File: config.mk
export PLATFORM = sky130hd
export DESIGN_NAME = res_mem_reader_flat
export DESIGN_NICKNAME = d
export VERILOG_FILES = /design/src/rtl/res_mem_reader_if.sv /design/src/rtl/res_mem_reader.sv /design/src/flat_wrapper.sv
export SDC_FILE = /design/constraint.sdc
export NUM_CORES = 1
export LEC_CHECK = 0
export ABC_AREA = 1
export ABC_CLOCK_PERIOD_IN_PS = 4800
export CORE_UTILIZATION = 39
export CTS_CLUSTER_SIZE = 28
export DETAILED_ROUTE_END_ITERATION = 16
export PLACE_DENSITY_LB_ADDON = 0.15
export SLEW_MARGIN = 20
export SYNTH_ARGS = -nofsm -noshare
export SYNTH_HDL_FRONTEND = slang
export SYNTH_SLANG_ARGS = --single-unit
File: constraint.sdc
create_clock -name clk -period 4.8 [get_ports clk]
set_input_delay 0.48 -clock clk [delete_from_list [all_inputs] [get_ports clk]]
set_output_delay 0.48 -clock clk [all_outputs]
set_load 0.03 [all_outputs]
File: src/rtl/res_mem_reader_if.sv
// Bundles the drain-control, memory-read and output-stream signals of res_mem_reader.
// slave is the reader's view; master is the view of its environment.
interface res_mem_reader_if #(
  parameter int DATA_W = 32,
  parameter int CNT_W  = 8
);
  logic              start;
  logic [31:0]       baseAddr;
  logic [CNT_W-1:0]  wordCount;
  logic              memREn;
  logic [31:0]       memAddr;
  logic [DATA_W-1:0] memData;
  logic [DATA_W-1:0] outData;
  logic              outValid;
  logic              outReady;
  logic              busy;
  logic              done;

  modport slave (
    input  start, baseAddr, wordCount, memData, outReady,
    output memREn, memAddr, outData, outValid, busy, done
  );

  modport master (
    output start, baseAddr, wordCount, memData, outReady,
    input  memREn, memAddr, outData, outValid, busy, done
  );
endinterface

File: src/rtl/res_mem_reader.sv
// Drains wordCount consecutive words from the result memory starting at baseAddr,
// undoes the read port's byte swap and streams the words out through a 2-entry FIFO.
module res_mem_reader #(
  parameter int DATA_W = 32,
  parameter int DEPTH  = 128,
  parameter int CNT_W  = 8
) (
  input  logic             clk,
  input  logic             rstN,
  res_mem_reader_if.slave  bus
);
  // DEPTH is a power of two, so address wrap is plain truncation to AW bits
  localparam int AW = $clog2(DEPTH);

  typedef enum logic [1:0] {IDLE, RUN, FIN} state_t;

  state_t            r_state, w_nextState;
  logic [AW-1:0]     r_base, r_lastAddr, w_addr;
  logic [CNT_W-1:0]  r_count, r_issued, r_popped;
  logic [DATA_W-1:0] r_head, r_tail, w_pushData;
  logic [1:0]        r_occ;
  logic              w_issue, w_pop;
  logic              w_unusedBase;

  function automatic logic [DATA_W-1:0] byte_rev(input logic [DATA_W-1:0] w);
    logic [DATA_W-1:0] r;
    for (int i = 0; i < DATA_W / 8; i++) begin
      r[8*i +: 8] = w[DATA_W-8-8*i +: 8];
    end
    return r;
  endfunction

  // Only the low AW address bits select a word
  assign w_unusedBase = ^bus.baseAddr[31:AW];

  assign w_addr     = r_base + r_issued[AW-1:0];
  assign w_pushData = byte_rev(bus.memData);
  assign w_pop      = (r_occ != 2'd0) && bus.outReady;

  always_comb begin
    w_nextState = r_state;
    w_issue     = 1'b0;
    case (r_state)
      IDLE: begin
        if (bus.start) begin
          w_nextState = (bus.wordCount == '0) ? FIN : RUN;
        end
      end
      RUN: begin
        // A slot is free next edge if the FIFO is not full or its head leaves now
        w_issue = (r_issued < r_count) && ((r_occ < 2'd2) || w_pop);
        if ((r_issued == r_count) && (r_popped == r_count)) begin
          w_nextState = FIN;
        end
      end
      FIN:     w_nextState = IDLE;
      default: w_nextState = IDLE;
    endcase
  end

  assign bus.memREn   = w_issue;
  assign bus.memAddr  = 32'(w_issue ? w_addr : r_lastAddr);
  assign bus.outValid = (r_occ != 2'd0);
  assign bus.outData  = r_head;
  assign bus.busy     = (r_state == RUN) || (r_state == FIN);
  assign bus.done     = (r_state == FIN);

  always_ff @(posedge clk) begin
    if (!rstN) begin
      r_state    <= IDLE;
      r_occ      <= 2'd0;
      r_issued   <= '0;
      r_popped   <= '0;
      r_lastAddr <= '0;
      r_head     <= '0;
    end else begin
      r_state <= w_nextState;
      if ((r_state == IDLE) && bus.start) begin
        r_base   <= bus.baseAddr[AW-1:0];
        r_count  <= bus.wordCount;
        r_issued <= '0;
        r_popped <= '0;
      end
      if (w_issue) begin
        r_issued   <= r_issued + 1'b1;
        r_lastAddr <= w_addr;
      end
      if (w_pop) begin
        r_popped <= r_popped + 1'b1;
      end
      case ({w_issue, w_pop})
        2'b10: begin
          if (r_occ == 2'd0) r_head <= w_pushData;
          else               r_tail <= w_pushData;
          r_occ <= r_occ + 2'd1;
        end
        2'b01: begin
          r_head <= r_tail;
          r_occ  <= r_occ - 2'd1;
        end
        2'b11: begin
          if (r_occ == 2'd1) begin
            r_head <= w_pushData;
          end else begin
            r_head <= r_tail;
            r_tail <= w_pushData;
          end
        end
        default: ;
      endcase
    end
  end
endmodule

File: src/flat_wrapper.sv
// flat-port wrapper written by rule: the top's interface ports become plain ports
module res_mem_reader_flat 
#(
  parameter int DATA_W = 32,
  parameter int DEPTH  = 128,
  parameter int CNT_W  = 8
)
  (clk, rstN, bus_start, bus_baseAddr, bus_wordCount, bus_memData, bus_outReady, bus_memREn, bus_memAddr, bus_outData, bus_outValid, bus_busy, bus_done);
  res_mem_reader_if #(.DATA_W(DATA_W), .CNT_W(CNT_W)) bus_i ();
  input  logic clk;
  input  logic rstN;
  input wire logic [$bits(bus_i.start)-1:0] bus_start;
  input wire logic [$bits(bus_i.baseAddr)-1:0] bus_baseAddr;
  input wire logic [$bits(bus_i.wordCount)-1:0] bus_wordCount;
  input wire logic [$bits(bus_i.memData)-1:0] bus_memData;
  input wire logic [$bits(bus_i.outReady)-1:0] bus_outReady;
  output wire logic [$bits(bus_i.memREn)-1:0] bus_memREn;
  output wire logic [$bits(bus_i.memAddr)-1:0] bus_memAddr;
  output wire logic [$bits(bus_i.outData)-1:0] bus_outData;
  output wire logic [$bits(bus_i.outValid)-1:0] bus_outValid;
  output wire logic [$bits(bus_i.busy)-1:0] bus_busy;
  output wire logic [$bits(bus_i.done)-1:0] bus_done;
  assign bus_i.start = bus_start;
  assign bus_i.baseAddr = bus_baseAddr;
  assign bus_i.wordCount = bus_wordCount;
  assign bus_i.memData = bus_memData;
  assign bus_i.outReady = bus_outReady;
  assign bus_memREn = bus_i.memREn;
  assign bus_memAddr = bus_i.memAddr;
  assign bus_outData = bus_i.outData;
  assign bus_outValid = bus_i.outValid;
  assign bus_busy = bus_i.busy;
  assign bus_done = bus_i.done;
  res_mem_reader #(.DATA_W(DATA_W), .DEPTH(DEPTH), .CNT_W(CNT_W)) u_core (.clk(clk), .rstN(rstN), .bus(bus_i));
endmodule
### Word level (Yosys, flattened, before mapping)

Cells that the tools add are included.

* multiplexer cells: 16
* add/subtract/negate cells: 5
* reductions and logical operators: 19
* equality and inequality tests: 13
* magnitude comparators: 2

Operators by type and width (number)
* $mux 32: 4
* $pmux 32 s3: 1
* $pmux 32 s2: 1
* $mux 8: 3
* $add 8x1->8 const B: 2
* $eq 8x8->1: 2
* $reduce_bool 2->1: 5
* $logic_not 8->1: 1
* $lt 8x8->1: 1
* $pmux 2 s2: 2
* $add 7x7->7: 1
* $mux 7: 1
* $eq 2x1->1 const B: 3
* $eq 2x2->1 const B: 3
* $mux 2: 3
* $ne 2x2->1 const B: 3
* $reduce_and 2->1: 3
* $logic_and 1x1->1: 4
* $logic_not 2->1: 2
* $ne 2x1->1 const B: 2
* $reduce_and 4->1: 1
* $reduce_bool 3->1: 1
* $add 2x1->2 const B: 1
* $logic_or 1x1->1: 2
* other kinds (3): 3

* flip-flop bits (word level): 106
* output and inout port bits: 68
* input bits: 76
* word-level logic and storage cells: 64

### Logic depth before layout (Yosys ltp)

Gate-level depths: netlist of run 1.

* word-level depth: 8
* gate-level depth with buffers: 14
* gate-level depth less buffers: 13

### Worst setup path after synthesis of run 1

Ideal clock, no wire load.

* path type: register to register
* start: register u_core.r_count[3]
* end: register u_core.r_tail[0] (enable)
* setup time: 0.475 ns
* data required time: 4.325 ns
* period minus slack after synthesis: 4.851 ns
* arrival time: 4.376 ns
* path buffers: 0
* slack: -0.051 ns
* cell stages (with the launch flop): 10
* cells stage by stage: edfxtp_1 -> inv_1 -> ha_1 -> nand2_1 -> o21ai_0 -> nand2_1 -> nand2_1 -> clkinv_1 -> ha_1 -> a221oi_1

* longest elaborated chain between the ends: 6
* elaborated cells on any way between the ends: 9
* those cells by class: order compare: 1; eq/ne: 4; mux: 1; reduce/logical: 3

RTL lines
* start, declared: line res_mem_reader.sv:19 `logic [CNT_W-1:0] r_count, r_issued, r_popped;`
* start signal, assigned: line res_mem_reader.sv:80 `r_count <= bus.wordCount;`
* $lt 8x8->1 (*): line res_mem_reader.sv:51 `w_issue = (r_issued < r_count) && ((r_occ < 2'd2) || w_pop);`
* $logic_and 1x1->1 (*): line res_mem_reader.sv:51
* $mux 1 (*): line res_mem_reader.sv:43 `case (r_state)`
* named net bus_memREn: line flat_wrapper.sv:17 `output wire logic [$bits(bus_i.memREn)-1:0] bus_memREn;`
* $eq 2x2->1: line res_mem_reader.sv:91 `case ({w_issue, w_pop})`
* $ne 2x2->1 (no source line) or $reduce_bool 2->1 (tied branches)
* $reduce_and 4->1 (no source line) (*)
* end signal, assigned: line res_mem_reader.sv:94 `else r_tail <= w_pushData;`
* end signal, assigned: line res_mem_reader.sv:106 `r_tail <= w_pushData;`
* end, declared: line res_mem_reader.sv:20 `logic [DATA_W-1:0] r_head, r_tail, w_pushData;`

Mark *: on every way through the listed nets, which the timed path passes. The rest lies on a longest branch.
A chain may end at the register's enable or synchronous reset.

### Worst setup path after layout of run 1

* start: register u_core.r_issued[0]
* end: output port bus_memAddr[5]

* longest elaborated chain between the ends: 4
* elaborated cells on any way between the ends: 5
* those cells by class: add/sub: 1; order compare: 1; mux: 2; reduce/logical: 1

RTL lines
* start, declared: line res_mem_reader.sv:19
* start signal, assigned: line res_mem_reader.sv:85 `r_issued <= r_issued + 1'b1;`
* $lt 8x8->1: line res_mem_reader.sv:51
* $logic_and 1x1->1: line res_mem_reader.sv:51
* $mux 1: line res_mem_reader.sv:43
* $mux 7 (*): line res_mem_reader.sv:62 `assign bus.memAddr = 32'(w_issue ? w_addr : r_lastAddr);`
* end, declared: line flat_wrapper.sv:18 `output wire logic [$bits(bus_i.memAddr)-1:0] bus_memAddr;`

Mark *: on every way between the ends. The rest lies on a longest branch, timed or not.

==> results.md, run 1 <==
- Initial Utilization: 0.4069
- Post-detail-place hpwl: 8020 um
- GRT Util Overall: 0.1820
- First-pass GRT wire length: ~20,000 um
- Sequential share of the synthesized area: 0.4968
- Clk buf depth: 2
- Slowest cell on the critical path: clkdlybuf4s50_1
- WL per Instance: between 10 and 15 um
- P_leak: 0.002740 uW
- Largest delay contributor family on the critical path: buffers and inverters
- Resize count post-CTS: 0
- R2r startpoint: u_core.r_issued[0]
- Cell area after layout: 6510 sq um
- Std-Cell Rows: 41
- Setup TNS: 0 ns
- Die Height: ~120 um
- Nets: 818
- R2r endpoint: u_core.r_tail[25]
- Total power: between 3000 and 4000 uW
- Final hold vios: 0
- Post-CTS setup buffers: 0
- CP Cell Sequence: inv_1, ha_1, inv_1, a21oi_1, o21ai_0, nand2_1, nand2_1, buf_4, clkinv_1, nand3_1, o21ai_0, inv_1, clkdlybuf4s50_1
- Synth top area share: 0.2704
- Multi-input gate area: approximately 2100 sq um
- Clock slew at reported path FFs: ~0.07 ns
- Vias in the first global route: just over 4,000
- First drt pass iteration count: 4
- Final Setup Violations: 0
- Post-DP Area: about 6200 sq um
- CTS tree: done
- Skew final: between 0.01 and 0.015 ns
- Final Max Tran Viols: 0
- Most common cell in the synthesized netlist: nand2_1
- Share of cells above drive strength 1: 0.04294
- Post-synth top area cell: edfxtp_1
- CP Buf/Inv Count: 6
- Total CTS buffers: 9
- Worst Hold Launch: u_core.r_lastAddr[6]
- Vias: ~4,200
- Arrival time worst endpoint: a little over 3 ns
- Grt total ovfl: 0
- Final wirelength: approximately 12,000 um
- EDFF count, synth: 47
- Async SR Flop Fraction: 0
- Reg area: approximately 2600 sq um
- RSZ-0062 raised after global routing: false
- Synthesized area: ~5200 sq um
- Worst slew pin tran: ~0.8 ns
- Slew headroom: 0.4786
- DRC viols: 0
- Average size of a mapped cell: just over 8 sq um
- Post-Syn Instances: around 630
- Die area: 13,850 sq um
- Cts-stage hold buffer count: 0
- Max-Cap Viols: 0
- IO Count: about 140
- Clock sink count: approximately 110
- CORE AREA: 12,820 sq um
- Cell count along the critical path: 13
- Worst Reg-to-Reg Cells: 12
- Most frequent cells after synthesis: nand2_1, nor2_1, inv_1
- Worst setup EP type: output pin
- P per Cell Area: 503.3 nW/um^2
- Worst hold stages: 2
- Critical path's most frequent cell: inv_1
- PortBufs: 93
- Routability-driven placement congestion ratio: about 0.82
- Setup Crit Path Kind: reg2out
- CP max stage delay: 0.66 ns
- Fin crit period: 3.577 ns
- Tcrit/Tclk final: 0.7452
- Antenna Nets Post-Route: 0
- Antenna violations before repair: 0
- Die Wd: around 120 um
- Final cell count without fillers: between 800 and 900
- Worst hold path class: reg2reg
- YS warnings: 0
- Worst-Skew Late Latency: approximately 0.36 ns
- WP data required: 4.32 ns
- R2r setup slk: ~1.6 ns
- Post-synth cell types: 36
- Initial DRC count: between 200 and 300
- N_diodes: 0
- Synth area leaders: edfxtp_1, dfxtp_1, nand2_1
- Area delta synth->final: 24.74%
- CP Launch Type: register
- Worst Hold End: u_core.r_lastAddr[6]
- CP Max Fanout: 24
- Largest net degree at the start of global routing: 43
- H-tree levels: 3
- # fillers: about 1,200
- Vias per std cell: 4.671
- Top FF cell, synth: dfxtp_1
- Status: finished clean
- VDD IR max: 313.5 uV
- Seq cells post-synth: between 100 and 150
- Fmax: ~0.28 GHz
- Setup WS pre-CTS: between 1 and 1.5 ns
- Inst Count DP: between 800 and 900
- Setup ws final: roughly 1.2 ns
- Root Buffer: clkbuf_16
[cells in the final DEF, fill, tap and decap left out, drive strengths merged]
master,Yosys,layout
edfxtp,47,47
clkinv,1,4
o21bai,1,1
nor3,3,3
a221oi,1,1
clkdlybuf4s50,0,93
o22ai,33,33
a311oi,1,1
conb,1,25
fa,1,1
nand3,22,22
nand4,3,3
xnor2,1,1
inv,92,95
nor2,99,99
a21boi,1,1
o31ai,1,1
dfxtp,59,59
clkbuf,12,9
a211oi,2,2
xor2,7,7
ha,24,24
a22oi,1,1
buf,38,7
nand2,105,105
o311a,1,1
or2,3,3
o21ai,46,46
a21oi,26,26
clkinvlp,0,1
[worst min-delay path: cells and delay by family (launching register included)]
kind	cells	cell delay [ns]
AO/OA/AOI/OAI	1	0.07
flip-flops	1	0.30
AND/OR/NAND/NOR	1	0.07
[stage by stage]
step                      utilization  hold WS (ns)
after global routing           0.5076        0.5181
after floorplan                     -        0.4515
after detailed placement       0.4860        0.4753
after global placement         0.4860        0.4598
after CTS                      0.5076        0.4859
final                          0.5076        0.4881
[flip-flops by register name, indices dropped and copies added, names as in the netlist]
register	cells
u_core.r_count	8
u_core.r_lastAddr	7
u_core.r_base	7
u_core.bus.outData	32
u_core.r_popped	8
u_core.r_issued	8
u_core.r_state	2
u_core.r_occ	2
u_core.r_tail	32
[worst max path at each step]
stage                             startpoint                to  slack (ns)
after floorplan            u_core.r_count[3]  u_core.r_tail[0]        1.03
after global placement          bus_outReady    bus_memAddr[5]        1.43
after detailed placement        bus_outReady  u_core.r_tail[7]        1.39
after CTS                 u_core.r_issued[0]    bus_memAddr[5]        1.21
after global routing      u_core.r_issued[0]    bus_memAddr[5]        0.93
final                     u_core.r_issued[0]    bus_memAddr[5]        1.22
[logic make-up after synthesis]
group                      Yosys count  share of synthesized area
and+or+nand+nor                    235                     0.1808
xor gates and xnor gates             8                    0.01343
DFF                                106                     0.4968
AOI/OAI and AO/OA                  114                     0.1232
other                                1                  0.0007186
buffers and inverters              143                     0.1237
adders and majority gates           25                    0.06138
[final cells by class]
cell class,count,area share
inverters,93,0.05362
clock inverters,7,0.008072
repair buffers,100,0.1511
multi-input cells,407,0.3214
well taps,172,0.03306
clock buffers,9,0.03460
flip-flops and latches,106,0.3982
[where the power goes]
| group | switching (uW) | internal [uW] |
|---|---|---|
| combinational | 886 | 471 |
| sequential | 87.7 | 1120 |
| clock | 351 | 357 |
| total | 1320 | 1950 |
[metal layers]
metal | wire (um) | track usage
met2 | 5835 | 0.3018
met1 | 5156 | 0.2185
met4 | 219 | 0.06090
met5 | 0 | 0
met3 | 896 | 0.06395
Power figures use the tool's default switching activity.
==> run 2, diff against run 1 <==
--- a/config.mk
+++ b/config.mk
@@ -6,7 +6,7 @@
 export NUM_CORES = 1
 export LEC_CHECK = 0
 export ABC_AREA = 1
-export ABC_CLOCK_PERIOD_IN_PS = 4800
+export ABC_CLOCK_PERIOD_IN_PS = 2990
 export CORE_UTILIZATION = 39
 export CTS_CLUSTER_SIZE = 28
 export DETAILED_ROUTE_END_ITERATION = 16
==> constraint.sdc (replaced) <==
create_clock -name clk -period 2.99 [get_ports clk]
set_input_delay 0.299 -clock clk [delete_from_list [all_inputs] [get_ports clk]]
set_output_delay 0.299 -clock clk [all_outputs]
set_load 0.03 [all_outputs]
==> results.md, run 2 (synthesis results as in run 1) <==
- WP data required: 2.69 ns (-1.63 ns)
- # fillers: 1,240 (+2.1%)
- Std-Cell Rows: 41 (unchanged)
- Reg area: 2592 sq um (unchanged)
- P per Cell Area: 814.6 nW/um^2 (+62%)
- CP Launch Type: register
- Cts-stage hold buffer count: 0 (unchanged)
- Worst setup EP type: output pin
- Share of cells above drive strength 1: 0.06044 (+0.01750)
- Largest net degree at the start of global routing: 43 (unchanged)
- Tightest hold margin: 0.4846 ns (-0.003480 ns)
- Critical path's most frequent cell: inv_1
- Arrival time worst endpoint: 2.48 ns (-0.62 ns)
- Antenna Nets Post-Route: 0 (unchanged)
- Vias per std cell: 4.677 (+0.12%)
- Cell area after layout: 6624 sq um (+1.7%)
- Most frequent cells in the layout: nand2_1, nor2_1, inv_1
- Tcrit/Tclk final: 0.9284
- Slew headroom: 0.6127 (+0.1341)
- First drt pass iteration count: 4 (unchanged)
- Skew final: 0.01138 ns (+0.001177 ns)
- GRT Util Overall: 0.1800 (-0.001978)
- CTS tree: done
- CP Buf/Inv Count: 3 (-3)
- Die Height: 117.7 um (unchanged)
- Most common cell after layout, fill and taps aside: nand2_1
- Final Max Tran Viols: 0 (unchanged)
- CP Cell Sequence: ha_1, inv_1, fa_1, o31ai_1, xor2_1, o21ai_1, inv_1, dlygate4sd2_1
- Die area: 13,850 sq um (unchanged)
- DRC viols: 0 (unchanged)
- Setup ws final: 0.2141 ns (-1.009 ns)
- Setup WS pre-CTS: 0.1848 ns (-1.203 ns)
- Die Wd: 117.7 um (unchanged)
- Vias in the first global route: 4,192 (+1.8%)
- Largest delay contributor family on the critical path: adder cells
- Final hold vios: 0 (unchanged)
- Post-detail-place hpwl: 8235 um (+2.7%)
- RSZ-0062 raised after global routing: false
- Total CTS buffers: 9 (unchanged)
- IO Count: 144 (unchanged)
- Post-DP Area: 6307 sq um (+1.2%)
- CP Max Fanout: 5 (-79%)
- Max-Cap Viols: 0 (unchanged)
- Area delta synth->final: 26.92%
- Clk buf depth: 2 (unchanged)
- N_diodes: 0 (unchanged)
- Slowest cell on the critical path: fa_1
- Grt total ovfl: 0 (unchanged)
- Setup TNS: 0 ns (unchanged)
- Clock slew at reported path FFs: 0.07 ns (about the same)
- Initial Utilization: 0.4069 (unchanged)
- Nets: 824 (+0.73%)
- P_leak: 0.002858 uW (+4.3%)
- Fmax: around 0.36 GHz
- H-tree levels: 3 (unchanged)
- Antenna violations before repair: 0 (unchanged)
- Initial DRC count: 270 (+2.7%)
- WL per Instance: 13.30 um (-1.8%)
- Clock sink count: 106 (unchanged)
- Setup Crit Path Kind: reg2out
- CORE AREA: 12,820 sq um (unchanged)
- First-pass GRT wire length: 20,050 um (about the same)
- Status: finished clean
- VDD IR max: 469.7 uV (+50%)
- Final Setup Violations: 0 (unchanged)
- Worst hold path class: reg2reg
- Final wirelength: 11,970 um (-1.2%)
- CP max stage delay: 0.43 ns (-0.23 ns)
- Vias: 4,209 (+0.79%)
- Worst-Skew Late Latency: 0.35 ns (about the same)
- Routability-driven placement congestion ratio: 0.8221 (about the same)
- Fin crit period: between 2 and 3 ns
- PortBufs: 93 (unchanged)
- Multi-input gate area: 2105 sq um (+0.60%)
- Root Buffer: clkbuf_16
- Worst slew pin tran: 0.5801 ns (-0.2011 ns)
-- run 2: changes by cell type in the layout (fill, tap and decap cells not counted), moves of 2 or more --
cell             previous run  this run
buf_12                      0         2
ha_1                       24        22
clkdlybuf4s50_1            93        85
clkinv_1                    3         1
buf_4                       7        14
dlymetal6s2s_1              0         4
ha_2                        0         2
-- run 2: area by class of cell --
cell class / instances / share of cell area
Sequential cell: 106 / 0.3914
Timing Repair Buffer: 106 / 0.1592
Clock inverter: 6 / 0.01114
Inverter: 93 / 0.05346
Multi-Input combinational cell: 407 / 0.3177
Clock buffer: 10 / 0.03457
Tap cell: 172 / 0.03249
-- run 2: path summary, 6_finish.rpt --
check	start	end	slack [ns]	cells after the start
setup reg to reg	u_core.r_count[7]	u_core.r_tail[31]	0.34	11
setup / recovery	u_core.r_issued[0]	bus_memAddr[4]	0.21	8
hold reg to reg	u_core.r_lastAddr[6]	u_core.r_lastAddr[6]	0.48	2
hold / removal	u_core.r_lastAddr[6]	u_core.r_lastAddr[6]	0.48	2
-- run 2: repair_timing --
| item | in CTS | in global routing |
|---|---|---|
| gates resized for setup | 1 | 6 |
| buffers inserted | 0 | 0 |
| pin swaps | 0 | 0 |
| setup endpoints to repair | 1 | 5 |
-- run 2: metrics by stage --
stage            util  total power [uW]  cells
6_report       0.5165              5396    900
5_1_grt        0.5165              5718    900
4_1_cts        0.5153              5464    900
3_5_place_dp   0.4918              4220    884
3_3_place_gp   0.4918              4193    884
2_1_floorplan       -              3399    656
-- run 2: worst register-to-register path: stages (launching register included) --
cell      delay (ns)
edfxtp_1        0.40
inv_1           0.10
ha_1            0.24
nand2_1         0.07
nand2_1         0.06
nor3_2          0.30
nand2_4         0.18
clkinv_4        0.09
ha_2            0.24
o21ai_0         0.16
a221oi_4        0.27
buf_12          0.25
-- run 2: per-layer routing --
layer / global-route usage / routed length [um] / share of wire
met4: 0.06330 / 207 / 0.017
met3: 0.04409 / 671 / 0.056
met1: 0.2178 / 5234 / 0.44
met5: 0 / 0 / 0
met2: 0.3096 / 5853 / 0.49
-- run 2: where the power goes --
group	leakage, uW	internal, uW	total [uW]	switching, uW
Clock	0.000149	664	1230	561
Combinational	0.00180	803	2220	1420
Sequential	0.000913	1800	1950	144
Total	0.00286	3270	5400	2130
==> run 3, diff against run 2 <==
--- a/config.mk
+++ b/config.mk
@@ -7,9 +7,12 @@
 export LEC_CHECK = 0
 export ABC_AREA = 1
 export ABC_CLOCK_PERIOD_IN_PS = 2990
+export CAP_MARGIN = 20
+export CORE_MARGIN = 2
 export CORE_UTILIZATION = 39
 export CTS_CLUSTER_SIZE = 28
 export DETAILED_ROUTE_END_ITERATION = 16
+export MAX_ROUTING_LAYER = met4
 export PLACE_DENSITY_LB_ADDON = 0.15
 export SLEW_MARGIN = 20
 export SYNTH_ARGS = -nofsm -noshare
==> results.md, run 3 (synthesis results as in run 1) <==
- Status: finished clean
- Slowest cell on the critical path: dfxtp_1
- PortBufs: 93 (unchanged)
- Vias: 4,314 (+2.5%)
- WP data required: 2.69 ns (about the same)
- Final Max Tran Viols: 0 (unchanged)
- Clock sink count: 106 (unchanged)
- Clk buf depth: 2 (unchanged)
- Skew final: 0.01193 ns (+0.0005578 ns)
- Grt total ovfl: 0 (unchanged)
- P per Cell Area: 810.1 nW/um^2 (-0.55%)
- Max-Cap Viols: 0 (unchanged)
- Critical path's most frequent cell: inv_1
- Worst hold path class: reg2reg
- CTS tree: done
- Top Metal Used: met4
- Post-detail-place hpwl: 8404 um (+2.0%)
- Cts-stage hold buffer count: 0 (unchanged)
- Tcrit/Tclk final: 0.9340 (+0.005569)
- CP Max Fanout: 5 (unchanged)
- Fmax: 0.3581 GHz (-0.60%)
- Setup WS pre-CTS: 0.1256 ns (-0.05924 ns)
- CORE AREA: 13,140 sq um (+2.4%)
- Setup Crit Path Kind: reg2out
- Root Buffer: clkbuf_16
- Largest net degree at the start of global routing: 43 (unchanged)
- Slew headroom: 0.6004 (-0.01237)
- DRC viols: 0 (unchanged)
- Setup ws final: 0.1974 ns (-0.01665 ns)
- Largest delay contributor family on the critical path: adder cells
- Total power: 5361 uW (-0.65%)
- Routability-driven placement congestion ratio: 0.8377 (+1.9%)
- Antenna Nets Post-Route: 0 (unchanged)
- Worst setup EP type: output pin
- Worst-Skew Late Latency: 0.36 ns (about the same)
- Vias in the first global route: 4,150 (-1.0%)
- VDD IR max: 518.6 uV (+10%)
- Met3 WL: 751 um (+12%)
- Area delta synth->final: 26.80% (about the same)
- Arrival time worst endpoint: 2.49 ns (about the same)
- Clock slew at reported path FFs: 0.07 ns (about the same)
- Initial DRC count: 294 (+8.9%)
- First drt pass iteration count: 4 (unchanged)
- R2r setup slk: 0.28 ns (-0.06 ns)
- H-tree levels: 3 (unchanged)
- Setup TNS: 0 ns (unchanged)
- CP Buf/Inv Count: 3 (unchanged)
- GRT Util Overall: 0.1839 (+0.003860)
- Final hold vios: 0 (unchanged)
- Total CTS buffers: 9 (unchanged)
- WL per Instance: 13.59 um (+2.2%)
- Initial Utilization: 0.3972 (-0.009689)
- Fin crit period: 2.793 ns (+0.01665 ns)
- Worst slew pin tran: 0.5986 ns (+0.01853 ns)
- CP max stage delay: 0.42 ns (about the same)
- Post-CTS setup buffers: 0 (unchanged)
- First-pass GRT wire length: 20,290 um (+1.2%)
- Std-Cell Rows: 42 (+2.4%)
- N_diodes: 0 (unchanged)
- Routed met1 length: 5553 um (+6.1%)
- Most frequent cells in the layout: nand2_1, nor2_1, inv_1
- Nets: 823 (-0.12%)
- Share of cells above drive strength 1: 0.06052 (+0.00008314)
- Antenna violations before repair: 0 (unchanged)
- # fillers: 1,268 (+2.3%)
- Most common cell after layout, fill and taps aside: nand2_1
- Met2 wire len: 5791 um (-1.1%)
- CP Launch Type: register
- Final wirelength: 12,270 um (+2.6%)
- Die Wd: 119.7 um (+1.7%)
- Tightest hold margin: 0.4748 ns (-0.009779 ns)
- CP Cell Sequence: ha_1, inv_1, fa_1, o31ai_1, xor2_1, o21ai_0, inv_1, dlygate4sd2_1
- RSZ-0062 raised after global routing: false
- Die area: 14,320 sq um (+3.4%)
- Final Setup Violations: 0 (unchanged)
- Die Height: 119.7 um (+1.7%)
- IO Count: 144 (unchanged)
- Vias per std cell: 4.777 (+2.2%)
- P_leak: 0.002846 uW (-0.39%)
[run 3: cell types whose count changed in the layout (fill, tap and decap cells not counted), sizes merged]
cell	previous run	this run
inv	95	96
clkinvlp	0	2
buf	16	15
clkinv	3	1
bufinv	1	0
[run 3: area by class of cell]
| type | count | area, sq um | share of cell area |
|---|---|---|---|
| Sequential cell | 106 | 2592 | 0.3918 |
| Clock inverter | 6 | 57.56 | 0.008697 |
| Clock buffer | 10 | 229.0 | 0.03460 |
| Multi-Input combinational cell | 407 | 2105 | 0.3180 |
| Tap cell | 176 | 220.2 | 0.03328 |
| Inverter | 93 | 354.1 | 0.05351 |
| Timing Repair Buffer | 105 | 1060 | 0.1601 |
[run 3: power breakdown]
group	internal (uW)	leakage, uW	switching [uW]	total [uW]
Combinational	812	0.00180	1450	2260
Clock	586	0.000135	571	1160
Sequential	1800	0.000913	138	1940
[run 3: metal layers]
| layer | vias up | GRT usage |
|---|---|---|
| met5 | - | - |
| met2 | 139 | 0.2893 |
| met1 | 1974 | 0.2296 |
| met3 | 14 | 0.05086 |
| li1 | 2187 | - |
| met4 | 0 | 0.06176 |
[run 3: worst paths after layout]
path                              from              endpoint  depth (start not counted)
setup / recovery    u_core.r_issued[0]        bus_memAddr[4]                          8
hold / removal    u_core.r_lastAddr[6]  u_core.r_lastAddr[6]                          2
setup reg to reg     u_core.r_count[7]     u_core.r_tail[16]                         11
hold reg to reg   u_core.r_lastAddr[6]  u_core.r_lastAddr[6]                          2
[run 3: tightest hold or removal path, stage by stage (launching register included)]
cell	delay (ns)
dfxtp_1	0.30
nand2_1	0.07
a21oi_1	0.06
[run 3: stage by stage]
step | cell area, sq um | utilization | cells
2_1_floorplan | 5339 | - | 656
3_3_place_gp | 6317 | 0.4809 | 887
3_5_place_dp | 6317 | 0.4809 | 887
4_1_cts | 6608 | 0.5030 | 903
5_1_grt | 6618 | 0.5037 | 903
6_report | 6618 | 0.5037 | 903
[run 3: what timing repair did]
item | CTS | global route
gates resized for setup | 3 | 6
endpoints found under the hold margin | 0 | 0
setup endpoints to repair | 5 | 4
gates cloned | 0 | 0
